**src/rtl/canvas_mem_arbiter.sv**
```systemverilog
// Arbitrates one single-port canvas RAM between VGA scan-out reads, a canvas-clear sequencer
// and a buffered paint-write FIFO. Reads always win; paint writes drain only in free cycles.
module canvas_mem_arbiter #(
  parameter int ADDR_W     = 15,
  parameter int COLOR_W    = 12,
  parameter int NUM_WORDS  = 19200,
  parameter int FIFO_DEPTH = 8,
  localparam int PTR_W     = $clog2(FIFO_DEPTH),
  localparam int CNT_W     = $clog2(FIFO_DEPTH) + 1
) (
  input  logic               clk,
  input  logic               reset,
  input  logic               rd_req,
  input  logic [ADDR_W-1:0]  rd_addr,
  output logic               rd_valid,
  output logic [COLOR_W-1:0] rd_data,
  input  logic               wr_req,
  input  logic [ADDR_W-1:0]  wr_addr,
  input  logic [COLOR_W-1:0] wr_data,
  output logic               wr_ready,
  input  logic               clr_req,
  input  logic [COLOR_W-1:0] clr_color,
  output logic               clr_busy,
  output logic               clr_done,
  output logic [CNT_W-1:0]   fifo_count,
  output logic               overflow,
  output logic               mem_en,
  output logic               mem_we,
  output logic [ADDR_W-1:0]  mem_addr,
  output logic [COLOR_W-1:0] mem_wdata,
  input  logic [COLOR_W-1:0] mem_rdata
);

  typedef enum logic {
    ST_IDLE,
    ST_CLEAR
  } state_t;

  localparam logic [ADDR_W-1:0] LAST_ADDR = ADDR_W'(NUM_WORDS - 1);
  localparam logic [CNT_W-1:0]  FULL_CNT  = CNT_W'(FIFO_DEPTH);

  state_t               state, state_next;
  logic [ADDR_W-1:0]    clr_addr;
  logic [COLOR_W-1:0]   clr_color_q;
  logic                 clr_done_q;
  logic                 rd_valid_q;
  logic                 wr_ready_q;
  logic                 overflow_q;

  logic [ADDR_W-1:0]    fifo_addr [FIFO_DEPTH];
  logic [COLOR_W-1:0]   fifo_data [FIFO_DEPTH];
  logic [PTR_W-1:0]     wr_ptr, rd_ptr;
  logic [CNT_W-1:0]     count, count_next;

  logic                 rd_grant, clr_grant, pop_grant;
  logic                 clr_last;
  logic                 push;

  // Fixed priority: reader, then clear sequencer, then FIFO drain; nothing while in reset.
  always_comb begin
    rd_grant  = 1'b0;
    clr_grant = 1'b0;
    pop_grant = 1'b0;
    if (!reset) begin
      if (rd_req) begin
        rd_grant = 1'b1;
      end else if (state == ST_CLEAR) begin
        clr_grant = 1'b1;
      end else if (count != '0) begin
        pop_grant = 1'b1;
      end
    end
  end

  assign clr_last = clr_grant && (clr_addr == LAST_ADDR);
  assign push     = wr_req && wr_ready_q;

  always_comb begin
    count_next = count;
    case ({push, pop_grant})
      2'b10:   count_next = count + 1'b1;
      2'b01:   count_next = count - 1'b1;
      default: count_next = count;
    endcase
  end

  always_comb begin
    state_next = state;
    case (state)
      ST_IDLE:  if (clr_req)  state_next = ST_CLEAR;
      ST_CLEAR: if (clr_last) state_next = ST_IDLE;
      default:  state_next = ST_IDLE;
    endcase
  end

  always_comb begin
    mem_en    = 1'b0;
    mem_we    = 1'b0;
    mem_addr  = '0;
    mem_wdata = '0;
    if (rd_grant) begin
      mem_en   = 1'b1;
      mem_addr = rd_addr;
    end else if (clr_grant) begin
      mem_en    = 1'b1;
      mem_we    = 1'b1;
      mem_addr  = clr_addr;
      mem_wdata = clr_color_q;
    end else if (pop_grant) begin
      mem_en    = 1'b1;
      mem_we    = 1'b1;
      mem_addr  = fifo_addr[rd_ptr];
      mem_wdata = fifo_data[rd_ptr];
    end
  end

  always_ff @(posedge clk or posedge reset) begin
    if (reset) begin
      state       <= ST_IDLE;
      clr_addr    <= '0;
      clr_color_q <= '0;
      clr_done_q  <= 1'b0;
      rd_valid_q  <= 1'b0;
    end else begin
      state      <= state_next;
      clr_done_q <= clr_last;
      rd_valid_q <= rd_grant;
      if (state == ST_IDLE && clr_req) begin
        clr_addr    <= '0;
        clr_color_q <= clr_color;
      end else if (clr_grant && !clr_last) begin
        clr_addr <= clr_addr + 1'b1;
      end
    end
  end

  // wr_ready is registered from the next count, so a pop from full frees a slot one cycle later.
  always_ff @(posedge clk or posedge reset) begin
    if (reset) begin
      wr_ptr     <= '0;
      rd_ptr     <= '0;
      count      <= '0;
      wr_ready_q <= 1'b1;
      overflow_q <= 1'b0;
    end else begin
      count      <= count_next;
      wr_ready_q <= (count_next != FULL_CNT);
      if (push)      wr_ptr <= wr_ptr + 1'b1;
      if (pop_grant) rd_ptr <= rd_ptr + 1'b1;
      if (wr_req && !wr_ready_q) overflow_q <= 1'b1;
    end
  end

  always_ff @(posedge clk) begin
    if (push) begin
      fifo_addr[wr_ptr] <= wr_addr;
      fifo_data[wr_ptr] <= wr_data;
    end
  end

  assign rd_valid   = rd_valid_q;
  assign rd_data    = rd_valid_q ? mem_rdata : '0;
  assign wr_ready   = wr_ready_q;
  assign clr_busy   = (state == ST_CLEAR);
  assign clr_done   = clr_done_q;
  assign fifo_count = count;
  assign overflow   = overflow_q;

endmodule
```
**config.mk**
```make
export PLATFORM = sky130hd
export DESIGN_NAME = canvas_mem_arbiter
export DESIGN_NICKNAME = d
export VERILOG_FILES = /design/src/rtl/canvas_mem_arbiter.sv
export SDC_FILE = /design/constraint.sdc
export NUM_CORES = 1
export LEC_CHECK = 0
export CAP_MARGIN = 20
export CORE_MARGIN = 5
export CORE_UTILIZATION = 50
export DETAILED_ROUTE_END_ITERATION = 10
export DONT_BUFFER_PORTS = 1
export HOLD_SLACK_MARGIN = 0.1
export PLACE_DENSITY_LB_ADDON = 0.05
export SETUP_SLACK_MARGIN = 0.1
export SLEW_MARGIN = 20
export SYNTH_ARGS = -nofsm -noshare
export SYNTH_HDL_FRONTEND = slang
export SYNTH_SLANG_ARGS = --single-unit
export TNS_END_PERCENT = 1
```
**constraint.sdc**
```tcl
create_clock -name clk -period 4.3 [get_ports clk]
set_clock_uncertainty 0.05 [all_clocks]
set_input_delay 0.86 -clock clk [delete_from_list [all_inputs] [get_ports clk]]
set_output_delay 0.86 -clock clk [all_outputs]
set_load 0.1 [all_outputs]
```
==> results of run 1 <==
-- power breakdown --
| group | internal (mW) | switching [mW] | total [mW] |
|---|---|---|---|
| registers | 3.12 | 0.197 | 3.32 |
| clock network | 1.33 | 0.929 | 2.25 |
| logic | 0.350 | 0.778 | 1.13 |
-- state kept, by name, indices dropped and copies added, names as in the netlist --
| name | cells |
|---|---|
| rd_ptr | 3 |
| wr_ptr | 3 |
| rd_valid | 1 |
| clr_addr | 15 |
| overflow | 1 |
| fifo_count | 4 |
| fifo_data | 96 |
| wr_ready | 1 |
| clr_color_q | 12 |
| clr_busy | 1 |
| clr_done | 1 |
| fifo_addr | 120 |
-- cells by family (layout without fill, tap and decap cells) --
group                      after synthesis  after routing  share of synthesized area, %
AOI/OAI and AO/OA                       74             74                          5.41
xor gates and xnor gates                 7              7                         0.585
adders and majority gates                6              6                         0.716
buffers and inverters                   39            113                          1.53
DFF                                    258            258                          71.9
muxes                                   59             59                          12.1
and+or+nand+nor                        150            150                          7.69
-- metrics by stage --
step | area, um^2 | cells | util, % | power, mW
final | 12300 | 942 | 59.2 | 6.70
after global routing | 12300 | 942 | 59.2 | 6.98
after CTS | 12300 | 942 | 59.2 | 6.78
after detailed placement | 11500 | 893 | 55.0 | 4.52
after global placement | 11400 | 892 | 54.9 | 4.48
after floorplan | 10500 | 593 | - | 4.15
-- path summary, 6_finish.rpt --
path | slack (ps) | start | depth (start not counted) | to
setup / recovery | 610 | rd_ptr[2] | 5 | mem_addr[10]
hold / removal | 310 | reset | 1 | clr_color_q[2]
setup reg to reg | 1280 | fifo_count[3] | 11 | wr_ready
hold reg to reg | 420 | clr_color_q[3] | 2 | clr_color_q[3]
max in group asynchronous | 3330 | reset | 1 | rd_ptr[0]
min in group clk | 360 | wr_data[4] | 0 | fifo_data[3][4]
-- worst max-delay path, cell delays in order, from the launching register on --
cell	delay, ps
dfrtp_1	1010
buf_4	350
mux4_2	320
a22oi_1	190
nand2_1	150
buf_12	220
-- per-layer routing --
| layer | routed length [um] | vias up |
|---|---|---|
| li1 | - | 2498 |
| met1 | 9680 | 2934 |
| met4 | 391 | 0 |
| met3 | 1600 | 28 |
| met5 | 0 | - |
| met2 | 11200 | 203 |
-- cells in the final DEF (no fill, tap or decap), types with 7 or more instances in the layout --
cell	count
edfxtp_1	216
nor2_1	8
and2_1	13
nand2_1	62
clkinv_2	7
and3_1	12
clkbuf_1	7
clkbuf_16	27
buf_12	23
a22oi_1	30
buf_4	31
nand3_1	10
inv_1	8
dfrtp_1	39
a21oi_1	8
mux4_2	54
a221o_1	12
-- area by class of cell --
class                      count  share of cell area (%)
sequential                   258                    61.2
multi-input combinational    296                    22.9
clock buffer                  40                    6.37
timing repair buffer          55                    5.75
tap                          275                    2.79
clock inverter                 9                   0.711
inverter                       9                   0.284
==> results.json, run 1 <==
{
  "syn-num-nets": 670,
  "first_pass_iters": 5,
  "grt_pass1_vias": 5978,
  "clkTransAtPathRegs_ps": 60,
  "ant_nets": 0,
  "die_y_um": 155,
  "power.density_nw_per_um2": 544,
  "crit_required_ps": 3390,
  "cts_made_buffers": 27,
  "slew_violations": 0,
  "fmax_ghz": 0.271,
  "p_leak_nw": 4.30,
  "grt_max_degree": 43,
  "boundaryPins": 121,
  "startpoint_type": "flop",
  "post-cts-setup-buffer-count": 0,
  "dr.first_iter.drc_count": 383,
  "clk_latency_ps": 540,
  "ys_types": 50,
  "num-fill-cells": 1576,
  "routed_wl_um": 22900,
  "initial_core_util_pct": 50.3,
  "yosysMostFrequentCell": "edfxtp_1",
  "grt-busiest-layer": "met2",
  "ctsHtreeMaxLevel": 1,
  "multi_input_area_um2": 2820,
  "rows": 53,
  "whs_ps": 311,
  "ctsHoldBuffers": 0,
  "drt-wirelength-per-cell_um": 24.3,
  "antenna_cells": 0,
  "worst_pin_slew_ps": 1020,
  "synthFlopType": "edfxtp_1",
  "cts_tree": "yes",
  "cp_max_fo": 22,
  "post-route-min-period_ps": 3690,
  "core-area_um2": 20800,
  "antenna_found_initial": 0,
  "port_buffers": 0,
  "area_growth_pct": 17.6,
  "chipWidth_um": 155,
  "async_flop_share_pct": 16.3,
  "yosys.area.top_type": "edfxtp_1",
  "drc": 0,
  "root_buffer": "clkbuf_16",
  "die-area_um2": 24000,
  "irDropWorstVdd_v": 0.000298,
  "nets": 724,
  "grt.overflow.total": 0,
  "hold_viol": 0,
  "cts.sinks": 258,
  "globalplace.congestion": 0.812,
  "fin_crit_sh_pct": 85.8,
  "synth_top_area_share_pct": 61.9,
  "ys_ff_latch": 258,
  "gr-usage-met3_pct": 5.09,
  "use_met1_pct": 26.2,
  "grt_pass1_wl_um": 35500,
  "synth_warnings": 0,
  "synth_seq_area_share_pct": 71.9,
  "rsz0062_at_grt": "no",
  "ys_top_cells_by_area": "edfxtp_1 62%, mux4_2 12%, dfrtp_1 9.8%",
  "setup_ws_ps": 610,
  "synth.cell_area_um2": 10500,
  "seqCellArea_um2": 7540,
  "drive_gt1_share_pct": 27.3,
  "outcome": "finished, final reports clean",
  "grt_usage_pct": 19.4,
  "clk_path_buf_depth": 3,
  "synth-edff-count": 216,
  "drv_cap": 0,
  "worst-setup-path-type": "flop to primary output",
  "avgSynthCellArea_um2": 17.7,
  "met2_usage_pct": 31.8,
  "cts-resized-gates": 0,
  "endpoint_kind": "primary output",
  "arrival_ps": 2780,
  "vias": 5663,
  "setup_violations": 0,
  "via_per_inst": 6.01,
  "hold_class": "input port to async pin",
  "post-dp-hpwl_um": 14000,
  "pre_cts_slack_ps": 994,
  "ys_top_cells_by_count": "216 x edfxtp_1, 62 x nand2_1, 54 x mux4_2, 41 x dfrtp_1, 30 x a22oi_1",
  "synth_cells": 593,
  "fin_tns_setup_ps": 0,
  "maxSlewHeadroom_pct": 32.0
}
No activity file was read; power rests on OpenSTA's default activity.
==> run 2, diff against run 1 <==
Settings changed: RECOVER_POWER from default to 50.
Clock period 4.3 ns to 3.6 ns, I/O delays scaled along.
==> run 2 against run 1 <==
  * The flow now finishes with violations (max-capacitance violations, max-slew violations)
  * Clock power grew 19%
  * Setup slack got worse by 430 ps
  * Final area grew 1.8%
  * Non-clock buffer count rose by 23
  * Via count grew 2.6%
  * First-iteration DRC count grew 44%
  * Count of clock-buffer cells in the layout is 1 lower
  * Combinational power increased by 22%
  * Die area is the same
  * Routed wire length is 4.4% higher
  * Core utilization is 1.1 points higher
  * Power up 20%
  * Largest cell class unchanged
  * Highest routed layer unchanged
==> results.json, run 2 (synthesized netlist as in run 1, its figures left out) <==
{
  "root_buffer": "clkbuf_16",
  "die_y_um": 155,
  "setup_violations": 0,
  "post-dp-hpwl_um": 14800,
  "hold_start": "wr_data[7]",
  "dr.first_iter.drc_count": 553,
  "crit_start": "fifo_count[2]",
  "clk_path_buf_depth": 3,
  "hold_viol": 0,
  "clkTransAtPathRegs_ps": 60,
  "routed_wl_um": 23900,
  "drv_cap": 1,
  "hold_class": "input port to flop",
  "drc": 0,
  "layout_commonest_cell": "edfxtp_1",
  "rsz0062_at_grt": "no",
  "port_buffers": 0,
  "cp_max_fo": 7,
  "area_growth_pct": 19.8,
  "p_leak_nw": 4.40,
  "antenna_cells": 0,
  "clk_latency_ps": 530,
  "cts_made_buffers": 27,
  "endpoint_kind": "primary output",
  "maxSlewHeadroom_pct": -42.9,
  "dpl_cell_area_um2": 11700,
  "globalplace.congestion": 0.822,
  "cts_tree": "yes",
  "post-route-min-period_ps": 3420,
  "vias": 5811,
  "arrival_ps": 2650,
  "nets": 747,
  "ctsHoldBuffers": 0,
  "ctsHtreeMaxLevel": 1,
  "ant_nets": 0,
  "power.density_nw_per_um2": 639,
  "largest_reg_flops": 120,
  "violations": "max-capacitance violations, max-slew violations",
  "fin_crit_sh_pct": 94.9,
  "rows": 53,
  "grt_usage_pct": 19.9,
  "top_register": "fifo_addr",
  "die-area_um2": 24000,
  "core-area_um2": 20800,
  "antenna_found_initial": 0,
  "via_per_inst": 6.02,
  "chipWidth_um": 155,
  "grt_pass1_wl_um": 36300,
  "startpoint_type": "flop",
  "fin_tns_setup_ps": 0,
  "worst-setup-path-type": "flop to primary output",
  "boundaryPins": 121,
  "slew_violations": 43,
  "final_area_um2": 12600,
  "initial_core_util_pct": 50.3,
  "grt_pass1_vias": 5953,
  "grt_max_degree": 43,
  "grt.overflow.total": 0,
  "top_regs": "fifo_addr x120, fifo_data x96, clr_addr x15",
  "crit_required_ps": 2830,
  "first_pass_iters": 5,
  "cts.sinks": 258,
  "drt-wirelength-per-cell_um": 24.8,
  "worst_pin_slew_ps": 2130,
  "drive_gt1_share_pct": 28.3,
  "outcome": "complete, but fails checks",
  "fmax_ghz": 0.293,
  "final_cell_mix": "216 x edfxtp_1, 62 x nand2_1, 54 x mux4_2, 43 x buf_4, 39 x dfrtp_1",
  "worstReg2RegStart": "wr_ready",
  "irDropWorstVdd_v": 0.000426
}
-- run 2: cell types whose count changed in the layout (fill, tap and decap cells not counted), sizes merged --
cell | before | now
clkinv | 7 | 5
buf | 55 | 73
bufinv | 1 | 2
clkinvlp | 1 | 2
clkbuf | 40 | 44
inv | 9 | 10
-- run 2: timing repair --
item | in CTS | in global routing
buffers inserted | 3 | 0
setup endpoints to repair | 17 | 3
gates resized for setup | 0 | 1
-- run 2: critical path, stage by stage (launching register included) --
cell,delay [ps]
dfrtp_1,410
nor4_4,530
nor2_1,160
clkbuf_1,260
and3_1,250
a221o_1,320
buf_12,190
-- run 2: path summary, 6_finish.rpt --
path                                   endpoint  slack (ps)  depth (start not counted)
worst max-delay path               mem_wdata[1]         180                          6
worst min-delay path            fifo_data[1][7]         230                          0
worst max register to register  fifo_data[1][0]         560                          4
worst min register to register   clr_color_q[2]         430                          2
max in group asynchronous             rd_ptr[0]        1740                          1
min in group asynchronous              clr_done         570                          1
-- run 2: per-layer routing --
layer | track usage [%] | up-vias | routed length (um)
met2 | 31.3 | 234 | 11200
li1 | - | 2549 | -
met4 | 3.36 | 0 | 234
met5 | 0 | - | 0
met3 | 4.76 | 21 | 1950
met1 | 29.3 | 3007 | 10600
-- run 2: stage by stage --
| step | worst slack, ps | hold slack, ps | power (mW) | std cells | utilization (%) |
|---|---|---|---|---|---|
| after CTS | 99.5 | 204 | 8.12 | 965 | 60.4 |
| after detailed placement | 593 | 417 | 5.44 | 913 | 56.1 |
| final | 182 | 226 | 8.02 | 965 | 60.3 |
| after global routing | 61.8 | 206 | 8.35 | 965 | 60.3 |
| after floorplan | 82.8 | 396 | 4.96 | 593 | - |
| after global placement | 420 | 414 | 5.39 | 913 | 56.1 |
-- run 2: final cells by class --
cell class	count	area, um^2
inverters	9	35.0
flip-flops and latches	258	7540
clock buffers	39	741
multi-input cells	296	2830
fillers	1527	8270
clock inverters	10	116
well taps	275	344
repair buffers	78	942
-- run 2: report_power, final --
| group | switching [mW] | internal [mW] |
|---|---|---|
| clock network | 1.10 | 1.58 |
| registers | 0.223 | 3.73 |
| logic | 0.947 | 0.438 |
==> run 3, diff against run 2 <==
Settings changed: CORE_ASPECT_RATIO from default to 0.75.
==> run 3 against run 2 <==
  * The flow still finishes with violations (max-capacitance violations, max-slew violations)
  * Count of clock-buffer cells in the layout shrank 11
  * Power shrank 1.4%
  * Sequential share of layout area grew 0.12 points
  * Sequential cell count is the same
  * Non-clock buffer count grew 2
  * Final area shrank 0.20%
  * Fmax grew 0.55%
  * Register-to-register slack is essentially flat
  * Final cell count grew 0.52%
  * Sequential power is essentially flat
  * First-iteration DRC count shrank 4.5%
  * Die area grew 0.12%
  * Largest cell class unchanged
==> results.json, run 3 (synthesized netlist as in run 1, its figures left out) <==
{
  "drv_cap": 1,
  "crit_required_ps": 2830,
  "clk_latency_ps": 520,
  "clk_path_buf_depth": 3,
  "rsz0062_at_grt": "yes",
  "die-area_um2": 24000,
  "endpoint_kind": "primary output",
  "cts_made_buffers": 25,
  "grt_pass1_wl_um": 35700,
  "path_delay_family": "flip-flops",
  "routed_wl_um": 23400,
  "antenna_cells": 0,
  "root_buffer": "clkbuf_16",
  "final_cell_mix": "216 x edfxtp_1, 62 x nand2_1, 54 x mux4_2, 44 x buf_4, 39 x dfrtp_1",
  "via_per_inst": 5.94,
  "fin_crit_sh_pct": 94.4,
  "worst_pin_slew_ps": 2130,
  "dp.cells": 916,
  "worst-setup-path-type": "flop to primary output",
  "layout_commonest_cell": "edfxtp_1",
  "dr.first_iter.drc_count": 528,
  "first_pass_iters": 5,
  "top_regs": "fifo_addr x120, fifo_data x96, clr_addr x15",
  "die_y_um": 135,
  "ctsHoldBuffers": 0,
  "vias": 5764,
  "fin_tns_setup_ps": 0,
  "fmax_ghz": 0.294,
  "violations": "max-capacitance violations, max-slew violations",
  "outcome": "complete, but fails checks",
  "port_buffers": 0,
  "globalplace.congestion": 0.757,
  "hold_class": "input port to flop",
  "cts_tree": "yes",
  "nets": 747,
  "boundaryPins": 121,
  "whs_ps": 245,
  "antenna_found_initial": 0,
  "core-area_um2": 20400,
  "critPathMaxStageDelay_ps": 840,
  "grt_pass1_vias": 5902,
  "chipWidth_um": 177,
  "largest_reg_flops": 120,
  "clkTransAtPathRegs_ps": 60,
  "path_buf_inv": 2,
  "grt.overflow.total": 0,
  "cp_max_fo": 16,
  "final_area_um2": 12500,
  "drive_gt1_share_pct": 28.1,
  "ant_nets": 0,
  "post-route-min-period_ps": 3400,
  "post-dp-hpwl_um": 14400,
  "rows": 45,
  "power.density_nw_per_um2": 631,
  "area_growth_pct": 19.6,
  "drc": 0,
  "setup_violations": 0,
  "top_register": "fifo_addr",
  "grt_max_degree": 43,
  "slew_violations": 43,
  "cpMaxStageDelayCell": "dfrtp_1",
  "initial_core_util_pct": 51.3,
  "startpoint_type": "flop",
  "ctsHtreeMaxLevel": 1,
  "worstPathCellList": "buf_4 > mux4_2 > a22oi_1 > nand2_1 > buf_12",
  "instances_no_fill": 970,
  "drt-wirelength-per-cell_um": 24.1,
  "dpl_cell_area_um2": 11700,
  "hold_viol": 0,
  "cts.sinks": 258,
  "arrival_ps": 2630,
  "p_leak_nw": 4.39,
  "irDropWorstVdd_v": 0.000330,
  "grt_usage_pct": 19.7,
  "maxSlewHeadroom_pct": -43.1
}
run 3: path summary, 6_finish.rpt:
| kind | from | endpoint | slack (ps) | depth (start not counted) |
|---|---|---|---|---|
| max reg2reg | wr_ready | fifo_addr[1][2] | 550 | 4 |
| max in group asynchronous | reset | rd_ptr[1] | 1720 | 1 |
| min | wr_data[4] | fifo_data[2][4] | 250 | 0 |
| min in group asynchronous | reset | clr_addr[0] | 600 | 1 |
| min reg2reg | clr_color_q[3] | clr_color_q[3] | 430 | 2 |
| max | rd_ptr[2] | mem_addr[3] | 200 | 5 |
run 3: area by class of cell:
class / count / area, um^2
fillers: 1506 / 7910
well taps: 282 / 353
repair buffers: 80 / 970
inverters: 9 / 35.0
clock inverters: 17 / 159
flip-flops and latches: 258 / 7540
clock buffers: 28 / 637
multi-input cells: 296 / 2830
run 3: power by group:
part	internal [mW]	switching (mW)	leakage (nW)
combinational	0.444	0.963	1.52
clock	1.48	1.07	0.379
sequential	3.73	0.219	2.49
run 3: repair_timing:
item	in CTS	in global routing
hold endpoints to repair	0	0
endpoints found under the setup margin	2	11
gates resized for setup	1	0
setup buffers	0	9
run 3: per-layer routing:
metal / vias to the layer above / wire (um) / global-route usage, %
met5: - / 0 / 0
met1: 3009 / 10600 / 29.4
met3: 26 / 1660 / 4.19
met2: 185 / 10800 / 30.8
li1: 2544 / - / -
met4: 0 / 284 / 3.18
run 3: per-stage QoR:
stage / total power [mW] / util, % / setup slack [ps]
global route: 8.24 / 61.3 / 83.3
CTS: 7.99 / 61.0 / 114
floorplan: 4.96 / - / 82.8
global placement: 5.40 / 57.1 / 610
detailed placement: 5.45 / 57.1 / 598
finish: 7.91 / 61.3 / 201
